[src/rtl/video_timing_gen.sv]
// Raster timing generator for the DVI/TMDS encoder: sync/DE generation, one-cycle FIFO
// read requests with pixel coordinates, and a per-frame selectable colour-bar source.
module video_timing_gen #(
    parameter int H_SYNC  = 40,
    parameter int H_BACK  = 220,
    parameter int H_DISP  = 1280,
    parameter int H_FRONT = 110,
    parameter int V_SYNC  = 5,
    parameter int V_BACK  = 20,
    parameter int V_DISP  = 720,
    parameter int V_FRONT = 5,
    parameter int HS_POL  = 1,
    parameter int VS_POL  = 1
) (
    input  logic        pixelclk,
    input  logic        rst_n,
    input  logic        pattern_en,
    input  logic [23:0] pixel_data,
    output logic        data_req,
    output logic [11:0] pixel_x,
    output logic [11:0] pixel_y,
    output logic        frame_start,
    output logic        video_hs,
    output logic        video_vs,
    output logic        video_de,
    output logic [7:0]  video_r,
    output logic [7:0]  video_g,
    output logic [7:0]  video_b
);

    localparam logic [11:0] H_TOTAL = 12'(H_SYNC + H_BACK + H_DISP + H_FRONT);
    localparam logic [11:0] V_TOTAL = 12'(V_SYNC + V_BACK + V_DISP + V_FRONT);
    localparam logic [11:0] H_LAST  = H_TOTAL - 12'd1;
    localparam logic [11:0] V_LAST  = V_TOTAL - 12'd1;
    localparam logic [11:0] H_SW    = 12'(H_SYNC);
    localparam logic [11:0] V_SW    = 12'(V_SYNC);
    localparam logic [11:0] H_ACT_S = 12'(H_SYNC + H_BACK);
    localparam logic [11:0] H_ACT_E = 12'(H_SYNC + H_BACK + H_DISP);
    localparam logic [11:0] V_ACT_S = 12'(V_SYNC + V_BACK);
    localparam logic [11:0] V_ACT_E = 12'(V_SYNC + V_BACK + V_DISP);
    localparam int          BAR_W_I = ((H_DISP / 8) > 0) ? (H_DISP / 8) : 1;
    localparam logic [11:0] BAR_W   = 12'(BAR_W_I);
    localparam logic        HS_ON   = 1'(HS_POL);
    localparam logic        VS_ON   = 1'(VS_POL);

    function automatic logic [2:0] bar_index(input logic [11:0] x);
        logic [11:0] q;
        q = x / BAR_W;
        return (q > 12'd7) ? 3'd7 : q[2:0];
    endfunction

    function automatic logic [23:0] bar_colour(input logic [2:0] idx);
        logic [23:0] c;
        case (idx)
            3'd0:    c = 24'hFFFFFF;
            3'd1:    c = 24'hFFFF00;
            3'd2:    c = 24'h00FFFF;
            3'd3:    c = 24'h00FF00;
            3'd4:    c = 24'hFF00FF;
            3'd5:    c = 24'hFF0000;
            3'd6:    c = 24'h0000FF;
            3'd7:    c = 24'h000000;
            default: c = 24'h000000;
        endcase
        return c;
    endfunction

    logic [11:0] h_cnt_q, h_cnt_d;
    logic [11:0] v_cnt_q, v_cnt_d;
    logic        pattern_q, pattern_d;
    logic        data_req_q, data_req_d;
    logic [11:0] pixel_x_q, pixel_x_d;
    logic [11:0] pixel_y_q, pixel_y_d;
    logic        frame_start_q, frame_start_d;
    logic        s1_de_q, s1_de_d;
    logic        s1_hs_q, s1_hs_d;
    logic        s1_vs_q, s1_vs_d;
    logic        s1_pat_q, s1_pat_d;
    logic [11:0] s1_x_q, s1_x_d;
    logic        s2_de_q, s2_de_d;
    logic        s2_hs_q, s2_hs_d;
    logic        s2_vs_q, s2_vs_d;
    logic        s2_pat_q, s2_pat_d;
    logic [23:0] s2_bar_q, s2_bar_d;
    logic        video_de_q, video_de_d;
    logic        video_hs_q, video_hs_d;
    logic        video_vs_q, video_vs_d;
    logic [23:0] video_rgb_q, video_rgb_d;
    logic        frame_pos_s;
    logic        h_wrap_s;
    logic        active_s;

    // Counters, pattern latch and the three pipeline stages.
    always_comb begin
        frame_pos_s = (h_cnt_q == 12'd0) && (v_cnt_q == 12'd0);
        h_wrap_s    = (h_cnt_q == H_LAST);
        active_s    = (h_cnt_q >= H_ACT_S) && (h_cnt_q < H_ACT_E) &&
                      (v_cnt_q >= V_ACT_S) && (v_cnt_q < V_ACT_E);

        h_cnt_d = h_wrap_s ? 12'd0 : (h_cnt_q + 12'd1);
        v_cnt_d = v_cnt_q;
        if (h_wrap_s) begin
            v_cnt_d = (v_cnt_q == V_LAST) ? 12'd0 : (v_cnt_q + 12'd1);
        end else begin
            v_cnt_d = v_cnt_q;
        end

        // The pattern choice only changes at the frame origin, which is never active.
        pattern_d     = frame_pos_s ? pattern_en : pattern_q;
        frame_start_d = frame_pos_s;

        s1_de_d  = active_s;
        s1_hs_d  = (h_cnt_q < H_SW) ? HS_ON : ~HS_ON;
        s1_vs_d  = (v_cnt_q < V_SW) ? VS_ON : ~VS_ON;
        s1_pat_d = pattern_q;
        s1_x_d   = active_s ? (h_cnt_q - H_ACT_S) : 12'd0;

        data_req_d = active_s && !pattern_q;
        pixel_x_d  = data_req_d ? (h_cnt_q - H_ACT_S) : 12'd0;
        pixel_y_d  = data_req_d ? (v_cnt_q - V_ACT_S) : 12'd0;

        s2_de_d  = s1_de_q;
        s2_hs_d  = s1_hs_q;
        s2_vs_d  = s1_vs_q;
        s2_pat_d = s1_pat_q;
        s2_bar_d = bar_colour(bar_index(s1_x_q));

        video_de_d  = s2_de_q;
        video_hs_d  = s2_hs_q;
        video_vs_d  = s2_vs_q;
        video_rgb_d = s2_de_q ? (s2_pat_q ? s2_bar_q : pixel_data) : 24'h000000;
    end

    // State register with synchronous active-low reset.
    always_ff @(posedge pixelclk) begin
        if (!rst_n) begin
            h_cnt_q       <= 12'd0;
            v_cnt_q       <= 12'd0;
            pattern_q     <= 1'b0;
            frame_start_q <= 1'b0;
            data_req_q    <= 1'b0;
            pixel_x_q     <= 12'd0;
            pixel_y_q     <= 12'd0;
            s1_de_q       <= 1'b0;
            s1_hs_q       <= ~HS_ON;
            s1_vs_q       <= ~VS_ON;
            s1_pat_q      <= 1'b0;
            s1_x_q        <= 12'd0;
            s2_de_q       <= 1'b0;
            s2_hs_q       <= ~HS_ON;
            s2_vs_q       <= ~VS_ON;
            s2_pat_q      <= 1'b0;
            s2_bar_q      <= 24'h000000;
            video_de_q    <= 1'b0;
            video_hs_q    <= ~HS_ON;
            video_vs_q    <= ~VS_ON;
            video_rgb_q   <= 24'h000000;
        end else begin
            h_cnt_q       <= h_cnt_d;
            v_cnt_q       <= v_cnt_d;
            pattern_q     <= pattern_d;
            frame_start_q <= frame_start_d;
            data_req_q    <= data_req_d;
            pixel_x_q     <= pixel_x_d;
            pixel_y_q     <= pixel_y_d;
            s1_de_q       <= s1_de_d;
            s1_hs_q       <= s1_hs_d;
            s1_vs_q       <= s1_vs_d;
            s1_pat_q      <= s1_pat_d;
            s1_x_q        <= s1_x_d;
            s2_de_q       <= s2_de_d;
            s2_hs_q       <= s2_hs_d;
            s2_vs_q       <= s2_vs_d;
            s2_pat_q      <= s2_pat_d;
            s2_bar_q      <= s2_bar_d;
            video_de_q    <= video_de_d;
            video_hs_q    <= video_hs_d;
            video_vs_q    <= video_vs_d;
            video_rgb_q   <= video_rgb_d;
        end
    end

    assign data_req    = data_req_q;
    assign pixel_x     = pixel_x_q;
    assign pixel_y     = pixel_y_q;
    assign frame_start = frame_start_q;
    assign video_hs    = video_hs_q;
    assign video_vs    = video_vs_q;
    assign video_de    = video_de_q;
    assign video_r     = video_rgb_q[23:16];
    assign video_g     = video_rgb_q[15:8];
    assign video_b     = video_rgb_q[7:0];

endmodule

[config.mk]
export PLATFORM = sky130hd
export DESIGN_NAME = video_timing_gen
export DESIGN_NICKNAME = d
export VERILOG_FILES = /design/src/rtl/video_timing_gen.sv
export SDC_FILE = /design/constraint.sdc
export NUM_CORES = 1
export LEC_CHECK = 0
export BUFFER_PORTS_ARGS = -buffer_cell sky130_fd_sc_hd__buf_2
export CAP_MARGIN = 20
export CORE_MARGIN = 2
export CORE_UTILIZATION = 50
export CTS_CLUSTER_DIAMETER = 30
export DETAILED_ROUTE_END_ITERATION = 12
export PLACE_DENSITY = 0.74
export SYNTH_ARGS = -nofsm -noshare
export SYNTH_HDL_FRONTEND = slang
export SYNTH_SLANG_ARGS = --single-unit
[constraint.sdc]
create_clock -name pixelclk -period 3.55 [get_ports pixelclk]
set_input_delay 0.5325 -clock pixelclk [delete_from_list [all_inputs] [get_ports pixelclk]]
set_output_delay 0.5325 -clock pixelclk [all_outputs]
set_load 0.005 [all_outputs]
After elaboration in Yosys (flattened, before gate mapping)
Memory sizes are Yosys's and may differ from the RTL's. A register that Yosys moved wholly into a read port is not among the register bits.
Cells that the tools add are included.
Storage, ports and cells
  bits in registers: 98
  bits in read-only memories: 192
  bits of input ports: 27
  logic and storage cells: 54
  memories kept: 1
Cells by class
  add/sub/neg operators: 4
  divide/modulo/power cells: 1
  order comparisons: 7
  eq/ne operators: 2
  mux-type cells: 5
  bitwise gates (word level): 1
  reductions and logical operators: 13
Memory list
  (no name shown): depth 8, bits a word 24, rd ports 1, clocked after Yosys merged registers in 1, write ports 0, RTL line 54  | case (idx)
Operators with widths (number)
  12-bit by 1-bit adder with 12-bit output, second input constant: 2
  12-bit logical NOT: 2
  24-bit two-way mux: 1
  12-bit by 8-bit divider with 12-bit output, second input constant: 1
  12-bit by 10-bit equality test with 1-bit output, second input constant: 1
  12-bit by 11-bit equality test with 1-bit output, second input constant: 1
  12-bit by 5-bit greater-or-equal comparator with 1-bit output, second input constant: 1
  12-bit by 9-bit greater-or-equal comparator with 1-bit output, second input constant: 1
  12-bit by 3-bit > comparator with 1-bit output, second input constant: 1
  12-bit by 10-bit less-than comparator with 1-bit output, second input constant: 1
  12-bit by 11-bit less-than comparator with 1-bit output, second input constant: 1
  12-bit by 3-bit less-than comparator with 1-bit output, second input constant: 1
  12-bit by 6-bit less-than comparator with 1-bit output, second input constant: 1
  12-bit two-way mux: 1
  12-bit by 5-bit subtractor with 12-bit output, second input constant: 1
  12-bit by 9-bit subtractor with 12-bit output, second input constant: 1
  2-bit AND reduction: 3
  1-bit logical AND: 5
  3-bit two-way mux: 1
  1-bit logical NOT: 2
  1-bit two-way mux: 2
  2-bit OR reduction: 1
  1-bit NOT: 1

Logic depth before layout (Yosys ltp)
Gate-level depths: netlist (run 1).
  word-level depth: 6
  gate-level depth with buffers: 10
  gate-level depth less buffers: 8

Least setup slack after synthesis (run 1)
OpenSTA, ideal clock, no wires.
  path type: register to register
  from: register h_cnt_q[2]
  to: register v_cnt_q[11]
  setup time: 0.122 ns
  arrival time: 1.820 ns
  setup slack: 1.607 ns
  stages on the path, launching flop included: 11
  buffers on the path: 2
  clock period less this slack: 1.943 ns
  cell sequence: dfxtp_1 -> clkbuf_1 -> inv_1 -> ha_1 -> nand3b_1 -> nor4b_1 -> buf_2 -> nand3_1 -> nor3_1 -> xnor2_1 -> nor2_1
Between the ends
  word-level cells in the longest chain between the ends: 1
RTL lines
  from (decl): RTL line 68  | logic [11:0] h_cnt_q, h_cnt_d;
  from (signal assigned): RTL line 159  | h_cnt_q <= h_cnt_d;
  12-bit by 11-bit equality test with 1-bit output: RTL line 96  | h_wrap_s = (h_cnt_q == H_LAST);
  to (signal assigned): RTL line 160  | v_cnt_q <= v_cnt_d;
  to (decl): RTL line 69  | logic [11:0] v_cnt_q, v_cnt_d;
No other way between the ends.
A chain may end at the register's enable or synchronous reset.

Worst setup path in the final report (run 1)
  from: register h_cnt_q[3]
  to: register v_cnt_q[7]
Same word-level chain as after synthesis.

==> flow_summary_export.csv, run 1 <==
group,metric,value,unit
status,status,"finished, final reports clean",
logic_synthesis,synth_seq_cells,96,
logic_synthesis,syn_area,3890,um2
logic_synthesis,ys_seq_area_frac,0.494,
place,place_hpwl,5360,um
pwr,cellLeakagePower,2.06,nW
floorplan,die-area,8500,um2
worst_setup_path,cp-start-kind,"flop",
cts,htree_levels,3,
worst_hold_path,worstHoldEndpoint,"video_rgb_q[12]$_SDFF_PN0_",
cts,tritoncts,"yes",
final_layout,final_cells,605,
global_route,grt_start_max_net_pins,28,
worst_setup_path,critPathRequiredTime,3.80,ns
final_layout,diodes,0,
timing,post-route-period-util,0.691,
logic_synthesis,yosysUniqueCellTypes,53,
worst_setup_path,slowest_stage,"nand2b_1",
floorplan,num_io_pins,80,
global_route,grt_pass1_wl,12600,um
timing,setup-violations-final,0,
worst_hold_path,whs_path_depth,3,
routing,drt_pass1_iterations,5,
worst_hold_path,hp-class,"in2reg",
worst_setup_path,crit_path_end_kind,"flop",
place,dp.cells,589,
worst_hold_path,worstHoldStart,"pixel_data[12]",
logic_synthesis,netlist_top_cells_count,"dfxtp_1 (96), nor2_1 (63), a21oi_1 (31)",
timing,rsz0062_at_grt,"no",
timing,setup_tns,0,ns
final_layout,drive_above_1_share,0.209,
logic_synthesis,async_reset_ff_frac,0,
timing,slew_viol_final,0,
floorplan,coreArea,7650,um2
worst_setup_path,r2r_start,"h_cnt_q[3]$_SDFF_PP0_",
global_route,globalRoute.totalOverflow,0,
worst_setup_path,rr_worst_depth,8,
final_layout,fillers,694,
logic_synthesis,synth.most_common_cell,"dfxtp_1",
cts,ctsResizeCount,0,
cts,cts_buffer_depth,2,
cts,numCtsBuffers,9,
pwr,p_per_area,424,nW/um2
routing,drc_errors,0,
cts,clk_latency,0.37,ns
worst_setup_path,cpLargestDelayFamily,"simple AND/OR/NAND/NOR gates",
logic_synthesis,yosysWarnings,0,
logic_synthesis,yosys.area.top_type_share,0.494,
pwr,irDropWorstVdd,0.284,mV
worst_setup_path,ff2ff_setup_slack,1.10,ns
routing,wl_per_cell,12.3,um
floorplan,die_h,92.2,um
global_route,grt_pass1_vias,2807,
cts,clk_pin_slew,0.10,ns
logic_synthesis,synth_edf_count,0,
place,place_congestion,0.866,
worst_setup_path,crit_start,"h_cnt_q[3]$_SDFF_PP0_",
final_layout,fin_nets,536,
routing,drtIter0Drc,65,
timing,clock.fmax,408,MHz
worst_setup_path,r2r-end,"v_cnt_q[7]$_SDFFE_PN0P_",
routing,routed_via_density,4.95,
global_route,grt_usage,0.184,
job,cap_viol_max_count,0,
floorplan,initial_utilization,0.508,
floorplan,rows,32,
logic_synthesis,synth_area_per_cell,9.02,um2
worst_setup_path,cp_cell_sequence,"inv_1, ha_1, nand3b_1, nor4b_1, buf_4, nand2b_1, and2_1, nor2_1",
timing,worst_slew_pin_slew,0.825,ns
cts,hold_buffers,0,
logic_synthesis,ys.flop_type,"dfxtp_1",
worst_setup_path,critPathKind,"reg2reg",
logic_synthesis,syn-num-nets,469,
routing,drt-total-wl,7470,um
timing,min_period,2.45,ns
routing,ant_nets,0,
final_layout,utilization,0.589,
floorplan,die_w,92.2,um
cts,post_cts.repair.setup_buffers,0,
logic_synthesis,synthCells,431,
cts,ctsRootBufferMaster,"clkbuf_8",
place,port-buffer-count,79,
final_layout,syn_to_final_growth,15.9,%
logic_synthesis,synth.area.top_cells,"dfxtp_1 (49%), nor2_1 (6.1%), nand2b_1 (4.7%), xnor2_1 (4.5%), a21oi_1 (4.0%)",
routing,vias,2994,
timing,skew,0.0126,ns
timing,slew_headroom,0.450,
logic_synthesis,yosysTopAreaCell,"dfxtp_1",
worst_setup_path,critPathMaxFanout,17,
global_route,grt_antenna_before_repair,0,
worst_setup_path,slowest_delay,0.52,ns
worst_setup_path,arrival,2.71,ns
cts,clock-sinks,96,
worst_setup_path,path_buf_inv,2,
timing,hold_viol,0,
[cell usage in the layout (no fill, tap or decap), types with 3 or more instances in the layout]
cell,count
nor2_1,63
nand4_1,5
and2_1,9
xor2_1,12
nor3_1,13
o21ai_0,15
nor2b_1,5
buf_2,79
nand3_1,14
inv_1,18
a21oi_1,31
nand2b_1,29
dfxtp_1,96
nand2_1,25
or3_1,3
xnor2_1,20
ha_1,11
clkbuf_8,9
and3_1,4
[flip-flops by register name (all words and copies together) (netlist names)]
name / flops
video_de: 1
v_cnt_q: 12
video_vs: 1
s2_vs_q: 1
s1_hs_q: 1
pixel_x: 12
s1_pat_q: 1
video_hs: 1
s2_hs_q: 1
video_rgb_q: 24
pixel_y: 12
s1_vs_q: 1
s1_de_q: 1
h_cnt_q: 12
pattern_q: 1
s1_x_q: 7
s2_pat_q: 1
frame_start: 1
s2_de_q: 1
s2_bar_q: 3
data_req: 1
[kinds of logic (layout without fill, tap and decap cells)]
logic type,count (synthesis),in the layout,share of synthesized area
DFF,96,96,0.494
adders and majority gates,12,12,0.0383
xor gates and xnor gates,32,32,0.0721
AOI/OAI and AO/OA,61,61,0.0975
buffers and inverters,42,114,0.0483
and+or+nand+nor,187,187,0.247
muxes,1,1,0.00257
[per-stage QoR]
step	area, um2	setup WS, ns	total power, mW	hold WS, ns
after global routing	4510	0.785	1.99	0.407
after detailed placement	4300	1.11	1.20	0.417
after floorplan	3890	1.61	1.17	0.412
after CTS	4510	1.07	1.94	0.386
after global placement	4300	1.19	1.20	0.414
final	4510	1.10	1.91	0.409
[area by class of cell]
type,instances,area (um2),share of cell area
sequential,96,1920,0.426
multi-input combinational,293,1780,0.395
timing repair buffer,80,403,0.0894
tap,102,128,0.0283
clock buffer,9,124,0.0275
clock inverter,7,85.1,0.0189
inverter,18,67.6,0.0150
[per-layer routing]
metal | GRT usage | share of wire | vias up
li1 | - | - | 1552
met2 | 0.305 | 0.47 | 81
met4 | 0.0896 | 0.018 | 0
met1 | 0.234 | 0.46 | 1352
met5 | 0 | 0 | -
met3 | 0.0288 | 0.049 | 9
[worst min-delay path, cell delays in order]
cell and delay (ns):
buf_2 0.10, nand2b_1 0.06, a21oi_1 0.06
[worst max path at each step]
stage               slack [ns]                       end  cells after the start
floorplan                 1.61  v_cnt_q[11]$_SDFFE_PN0P_                     10
global placement          1.19    pixel_y[11]$_SDFF_PN0_                      6
detailed placement        1.11     pixel_y[8]$_SDFF_PN0_                      6
CTS                       1.07   v_cnt_q[7]$_SDFFE_PN0P_                      8
global route              0.79     pixel_y[2]$_SDFF_PN0_                      7
finish                    1.10   v_cnt_q[7]$_SDFFE_PN0P_                      8
[power by group]
part           total (mW)  internal, mW  switching [mW]
registers            1.10          1.09         0.00881
clock network       0.741         0.340           0.401
logic              0.0755        0.0364          0.0391
Power figures use the tool's default switching activity.
==> inputs of run 2 (changes only) <==
--- a/config.mk
+++ b/config.mk
@@ -8,10 +8,10 @@
 export BUFFER_PORTS_ARGS = -buffer_cell sky130_fd_sc_hd__buf_2
 export CAP_MARGIN = 20
 export CORE_MARGIN = 2
-export CORE_UTILIZATION = 50
+export CORE_UTILIZATION = 49
 export CTS_CLUSTER_DIAMETER = 30
 export DETAILED_ROUTE_END_ITERATION = 12
-export PLACE_DENSITY = 0.74
+export PLACE_DENSITY = 0.75
 export SYNTH_ARGS = -nofsm -noshare
 export SYNTH_HDL_FRONTEND = slang
 export SYNTH_SLANG_ARGS = --single-unit
==> constraint.sdc (replaced) <==
create_clock -name pixelclk -period 2.2 [get_ports pixelclk]
set_input_delay 0.33 -clock pixelclk [delete_from_list [all_inputs] [get_ports pixelclk]]
set_output_delay 0.33 -clock pixelclk [all_outputs]
set_load 0.005 [all_outputs]
==> flow_summary_export.csv, run 2 (same netlist as run 1, synthesis figures left out) <==
group,metric,value,unit
final_layout,design_area,4600,um2
timing,min_period,2.02,ns
worst_setup_path,cpLargestDelayFamily,"simple AND/OR/NAND/NOR gates",
worst_setup_path,critPathKind,"reg2reg",
pwr,combinationalPowerShare,0.044,
cts,clock-sinks,96,
global_route,grt_antenna_before_repair,0,
routing,routed_via_density,5.04,
timing,setup-violations-final,0,
final_layout,ff_latch_area,1920,um2
worst_setup_path,cp_cell_sequence,"inv_1, ha_1, nand3b_1, nor4b_2, buf_4, nand2b_1, and2_2, nor2_1",
routing,vias,3102,
worst_setup_path,path_buf_inv,2,
final_layout,multi_input_area,1790,um2
worst_setup_path,slowest_stage,"dfxtp_1",
final_layout,fin_nets,547,
routing,drtIter0Drc,93,
floorplan,num_io_pins,80,
worst_setup_path,arrival,2.29,ns
cts,htree_levels,3,
floorplan,rows,32,
floorplan,die-area,8660,um2
cts,clk_latency,0.38,ns
timing,post-route-period-util,0.919,
timing,skew,0.0126,ns
timing,worst_slew_pin_slew,0.443,ns
worst_setup_path,slowest_delay,0.37,ns
cts,numCtsBuffers,9,
pwr,irDropWorstVdd,0.326,mV
global_route,grt_usage,0.185,
place,place_hpwl,5680,um
final_layout,diodes,0,
cts,tritoncts,"yes",
cts,ctsResizeCount,0,
routing,drt_pass1_iterations,6,
cts,ctsRootBufferMaster,"clkbuf_8",
global_route,globalRoute.totalOverflow,0,
floorplan,die_h,93.1,um
pwr,p_seq_frac,0.586,
worst_setup_path,crit_path_end_kind,"flop",
floorplan,initial_utilization,0.506,
timing,slew_headroom,0.701,
timing,hold_viol,0,
pwr,p_sw,0.750,mW
cts,cts_buffer_depth,2,
final_layout,final_common_cell,"dfxtp_1",
timing,clock.fmax,495,MHz
floorplan,die_w,93.1,um
status,status,"finished, final reports clean",
routing,drt-total-wl,7620,um
timing,slew_viol_final,0,
timing,rsz0062_at_grt,"no",
cts,clk_pin_slew,0.10,ns
final_layout,largest_reg_flops,24,
final_layout,most-common-layout-cells,"dfxtp_1 (95), buf_2 (79), nor2_1 (63)",
global_route,grt_start_max_net_pins,26,
worst_setup_path,cp-start-kind,"flop",
pwr,p_clk_frac,0.370,
cts,post_cts.repair.setup_buffers,0,
routing,drc_errors,0,
job,cap_viol_max_count,0,
worst_hold_path,hp-class,"in2reg",
final_layout,top_register,"video_rgb_q",
timing,setup_tns,0,ns
place,port-buffer-count,79,
pwr,cellLeakagePower,2.12,nW
final_layout,fillers,703,
cts,hold_buffers,0,
routing,wl_per_cell,12.4,um
floorplan,coreArea,7690,um2
place,place_area,4380,um2
pwr,intPower,2.27,mW
worst_setup_path,critPathRequiredTime,2.47,ns
routing,ant_nets,0,
final_layout,drive_above_1_share,0.235,
global_route,grt_pass1_wl,12800,um
final_layout,syn_to_final_growth,18.3,%
worst_setup_path,critPathMaxFanout,10,
place,place_congestion,0.869,
pwr,p_per_area,656,nW/um2
pwr,p_sw_frac,0.249,
global_route,grt_pass1_vias,2973,
==> run 2: area by class of cell <==
cell class                      instances  area share
Inverter                               18      0.0147
Clock buffer                            9      0.0269
Tap cell                              102      0.0278
Timing Repair Buffer                   91       0.106
Sequential cell                        96       0.418
Clock inverter                          7      0.0171
Multi-Input combinational cell        293       0.390
==> run 2: power by group through the flow <==
stage | combinational (mW) | sequential (mW) | clock [mW]
3_3_place_gp | 0.128 | 1.81 | 0
2_1_floorplan | 0.0801 | 1.80 | 0
5_1_grt | 0.151 | 1.77 | 1.23
4_1_cts | 0.132 | 1.77 | 1.16
6_report | 0.132 | 1.77 | 1.12
3_5_place_dp | 0.131 | 1.81 | 0
==> run 2: worst register-to-register path, cell delays in order (launching register included) <==
cell	delay, ns
dfxtp_1	0.37
inv_1	0.17
ha_1	0.19
nand3b_1	0.10
nor4b_2	0.35
buf_4	0.23
nand2b_1	0.20
and2_2	0.24
nor2_1	0.07
==> run 2: path summary, 6_finish.rpt <==
check	from	endpoint	slack, ns	depth (start not counted)
max	h_cnt_q[3]$_SDFF_PP0_	v_cnt_q[9]$_SDFFE_PN0P_	0.18	8
min	pixel_data[9]	video_rgb_q[9]$_SDFF_PN0_	0.20	3
max reg2reg	h_cnt_q[3]$_SDFF_PP0_	v_cnt_q[9]$_SDFFE_PN0P_	0.18	8
min reg2reg	s1_pat_q$_SDFF_PN0_	s2_pat_q$_SDFF_PN0_	0.44	1
==> run 2: through the flow <==
stage / worst slack, ns / power (mW) / hold WS (ns) / std cells / util
global placement: 0.217 / 1.93 / 0.416 / 600 / 0.570
global route: 0.0245 / 3.15 / 0.193 / 616 / 0.598
detailed placement: 0.0926 / 1.94 / 0.421 / 600 / 0.570
floorplan: 0.257 / 1.88 / 0.412 / 431 / -
finish: 0.179 / 3.02 / 0.202 / 616 / 0.598
CTS: 0.0293 / 3.05 / 0.184 / 616 / 0.596
==> run 2: metal layers <==
metal / vias up / global-route usage / part of all wire
met5: - / 0 / 0
met4: 0 / 0.0895 / 0.019
met3: 13 / 0.0346 / 0.060
met2: 91 / 0.314 / 0.48
met1: 1419 / 0.226 / 0.44
li1: 1579 / - / -
==> inputs of run 3 (changes only) <==
--- a/config.mk
+++ b/config.mk
@@ -12,6 +12,7 @@
 export CTS_CLUSTER_DIAMETER = 30
 export DETAILED_ROUTE_END_ITERATION = 12
 export PLACE_DENSITY = 0.75
+export REMOVE_ABC_BUFFERS = 1
 export SYNTH_ARGS = -nofsm -noshare
 export SYNTH_HDL_FRONTEND = slang
 export SYNTH_SLANG_ARGS = --single-unit
==> flow_summary_export.csv, run 3 (same netlist as run 1, synthesis figures left out) <==
group,metric,value,unit
worst_setup_path,slowest_delay,0.51,ns
timing,post-route-period-util,0.945,
global_route,grt_antenna_before_repair,0,
worst_setup_path,slowest_stage,"dfxtp_1",
cts,tritoncts,"yes",
place,dp.cells,598,
final_layout,final_cells,614,
job,cap_viol_max_count,0,
timing,min_period,2.08,ns
global_route,globalRoute.totalOverflow,0,
global_route,grt_pass1_wl,13000,um
final_layout,final_common_cell,"dfxtp_1",
floorplan,die_h,93.1,um
pwr,irDropWorstVdd,0.372,mV
cts,ctsResizeCount,0,
routing,drc_errors,0,
final_layout,syn_to_final_growth,17.4,%
routing,drtIter0Drc,101,
routing,vias,3064,
worst_setup_path,critPathMaxFanout,7,
global_route,grt_start_max_net_pins,28,
place,place_hpwl,5700,um
place,port-buffer-count,79,
timing,layout_setup_ws,0.121,ns
floorplan,coreArea,7690,um2
routing,drt-total-wl,7820,um
worst_setup_path,cpLargestDelayFamily,"compound AO/OA/AOI/OAI gates",
floorplan,initial_utilization,0.506,
cts,post_cts.repair.setup_buffers,0,
worst_setup_path,path_buf_inv,1,
final_layout,top_register,"video_rgb_q",
status,status,"finished, final reports clean",
routing,wl_per_cell,12.7,um
timing,setup-violations-final,0,
place,pre_cts_ws,0.116,ns
routing,routed_via_density,4.99,
worst_setup_path,arrival,2.35,ns
timing,skew,0.0106,ns
cts,clk_latency,0.37,ns
worst_setup_path,cp-start-kind,"flop",
final_layout,drive_above_1_share,0.229,
final_layout,diodes,0,
worst_setup_path,crit_path_end_kind,"flop",
timing,clock.fmax,481,MHz
floorplan,rows,32,
final_layout,largest_reg_flops,24,
worst_hold_path,hp-class,"in2reg",
cts,clock-sinks,96,
worst_setup_path,rr_worst_depth,5,
pwr,cellLeakagePower,2.10,nW
timing,slew_viol_final,0,
global_route,grt_usage,0.188,
worst_setup_path,cp_cell_sequence,"and3_1, nand4b_1, o41ai_2, inv_1, a31o_1",
global_route,grt_pass1_vias,2917,
worst_setup_path,critPathRequiredTime,2.47,ns
cts,clk_pin_slew,0.10,ns
cts,cts_buffer_depth,2,
cts,numCtsBuffers,9,
worst_setup_path,cp.depth,5,
final_layout,most-common-layout-cells,"dfxtp_1 (96), buf_2 (79), nor2_1 (63)",
cts,htree_levels,3,
worst_setup_path,critPathKind,"reg2reg",
cts,ctsRootBufferMaster,"clkbuf_8",
floorplan,die-area,8660,um2
timing,worst_slew_pin_slew,0.753,ns
cts,hold_buffers,0,
pwr,p_per_area,652,nW/um2
routing,ant_nets,0,
floorplan,die_w,93.1,um
floorplan,num_io_pins,80,
worst_hold_path,whs_path_depth,3,
final_layout,fin_nets,545,
timing,rsz0062_at_grt,"no",
timing,hold_viol,0,
place,place_congestion,0.826,
timing,slew_headroom,0.497,
routing,drt_pass1_iterations,4,
==> run 3: path summary, 6_finish.rpt <==
check                                              from                         end  slack, ns
worst max-delay path            v_cnt_q[6]$_SDFFE_PN0P_     v_cnt_q[0]$_SDFFE_PN0P_       0.12
worst min-delay path                     pixel_data[21]  video_rgb_q[21]$_SDFF_PN0_       0.21
worst max register to register  v_cnt_q[6]$_SDFFE_PN0P_     v_cnt_q[0]$_SDFFE_PN0P_       0.12
worst min register to register      s1_pat_q$_SDFF_PN0_         s2_pat_q$_SDFF_PN0_       0.44
==> run 3: stage by stage <==
step / area, um2 / total power [mW] / TNS [ns] / utilization / hold WS [ns]
5_1_grt: 4560 / 3.11 / 0 / 0.594 / 0.195
2_1_floorplan: 3770 / 1.88 / -4.44 / - / 0.412
3_3_place_gp: 4370 / 1.93 / 0 / 0.568 / 0.415
3_5_place_dp: 4370 / 1.94 / 0 / 0.568 / 0.419
6_report: 4560 / 2.97 / 0 / 0.594 / 0.210
4_1_cts: 4550 / 3.00 / 0 / 0.592 / 0.198
==> run 3: layout make-up <==
type                    count  area, um2
multi-input cells         293       1790
clock buffers               9        124
well taps                 102        128
inverters                  18       67.6
fillers                   715       3120
flip-flops and latches     96       1920
repair buffers             89        470
clock inverters             7       63.8
==> run 3: where the power goes <==
| part | switching [mW] | total, mW | internal (mW) |
|---|---|---|---|
| registers | 0.0128 | 1.77 | 1.75 |
| clock network | 0.643 | 1.08 | 0.434 |
| logic | 0.0661 | 0.129 | 0.0628 |
==> run 3: worst reg2reg max path: stages (launching register included) <==
cell and delay (ns):
dfxtp_1 0.51, and3_1 0.34, nand4b_1 0.17, o41ai_2 0.50
inv_1 0.21, a31o_1 0.26
==> run 3: per-layer routing <==
layer / wire length (um) / up-vias / global-route usage
met5: 0 / - / 0
met4: 140 / 0 / 0.0846
met3: 468 / 12 / 0.0467
met2: 3740 / 87 / 0.318
met1: 3470 / 1392 / 0.225
li1: - / 1573 / -
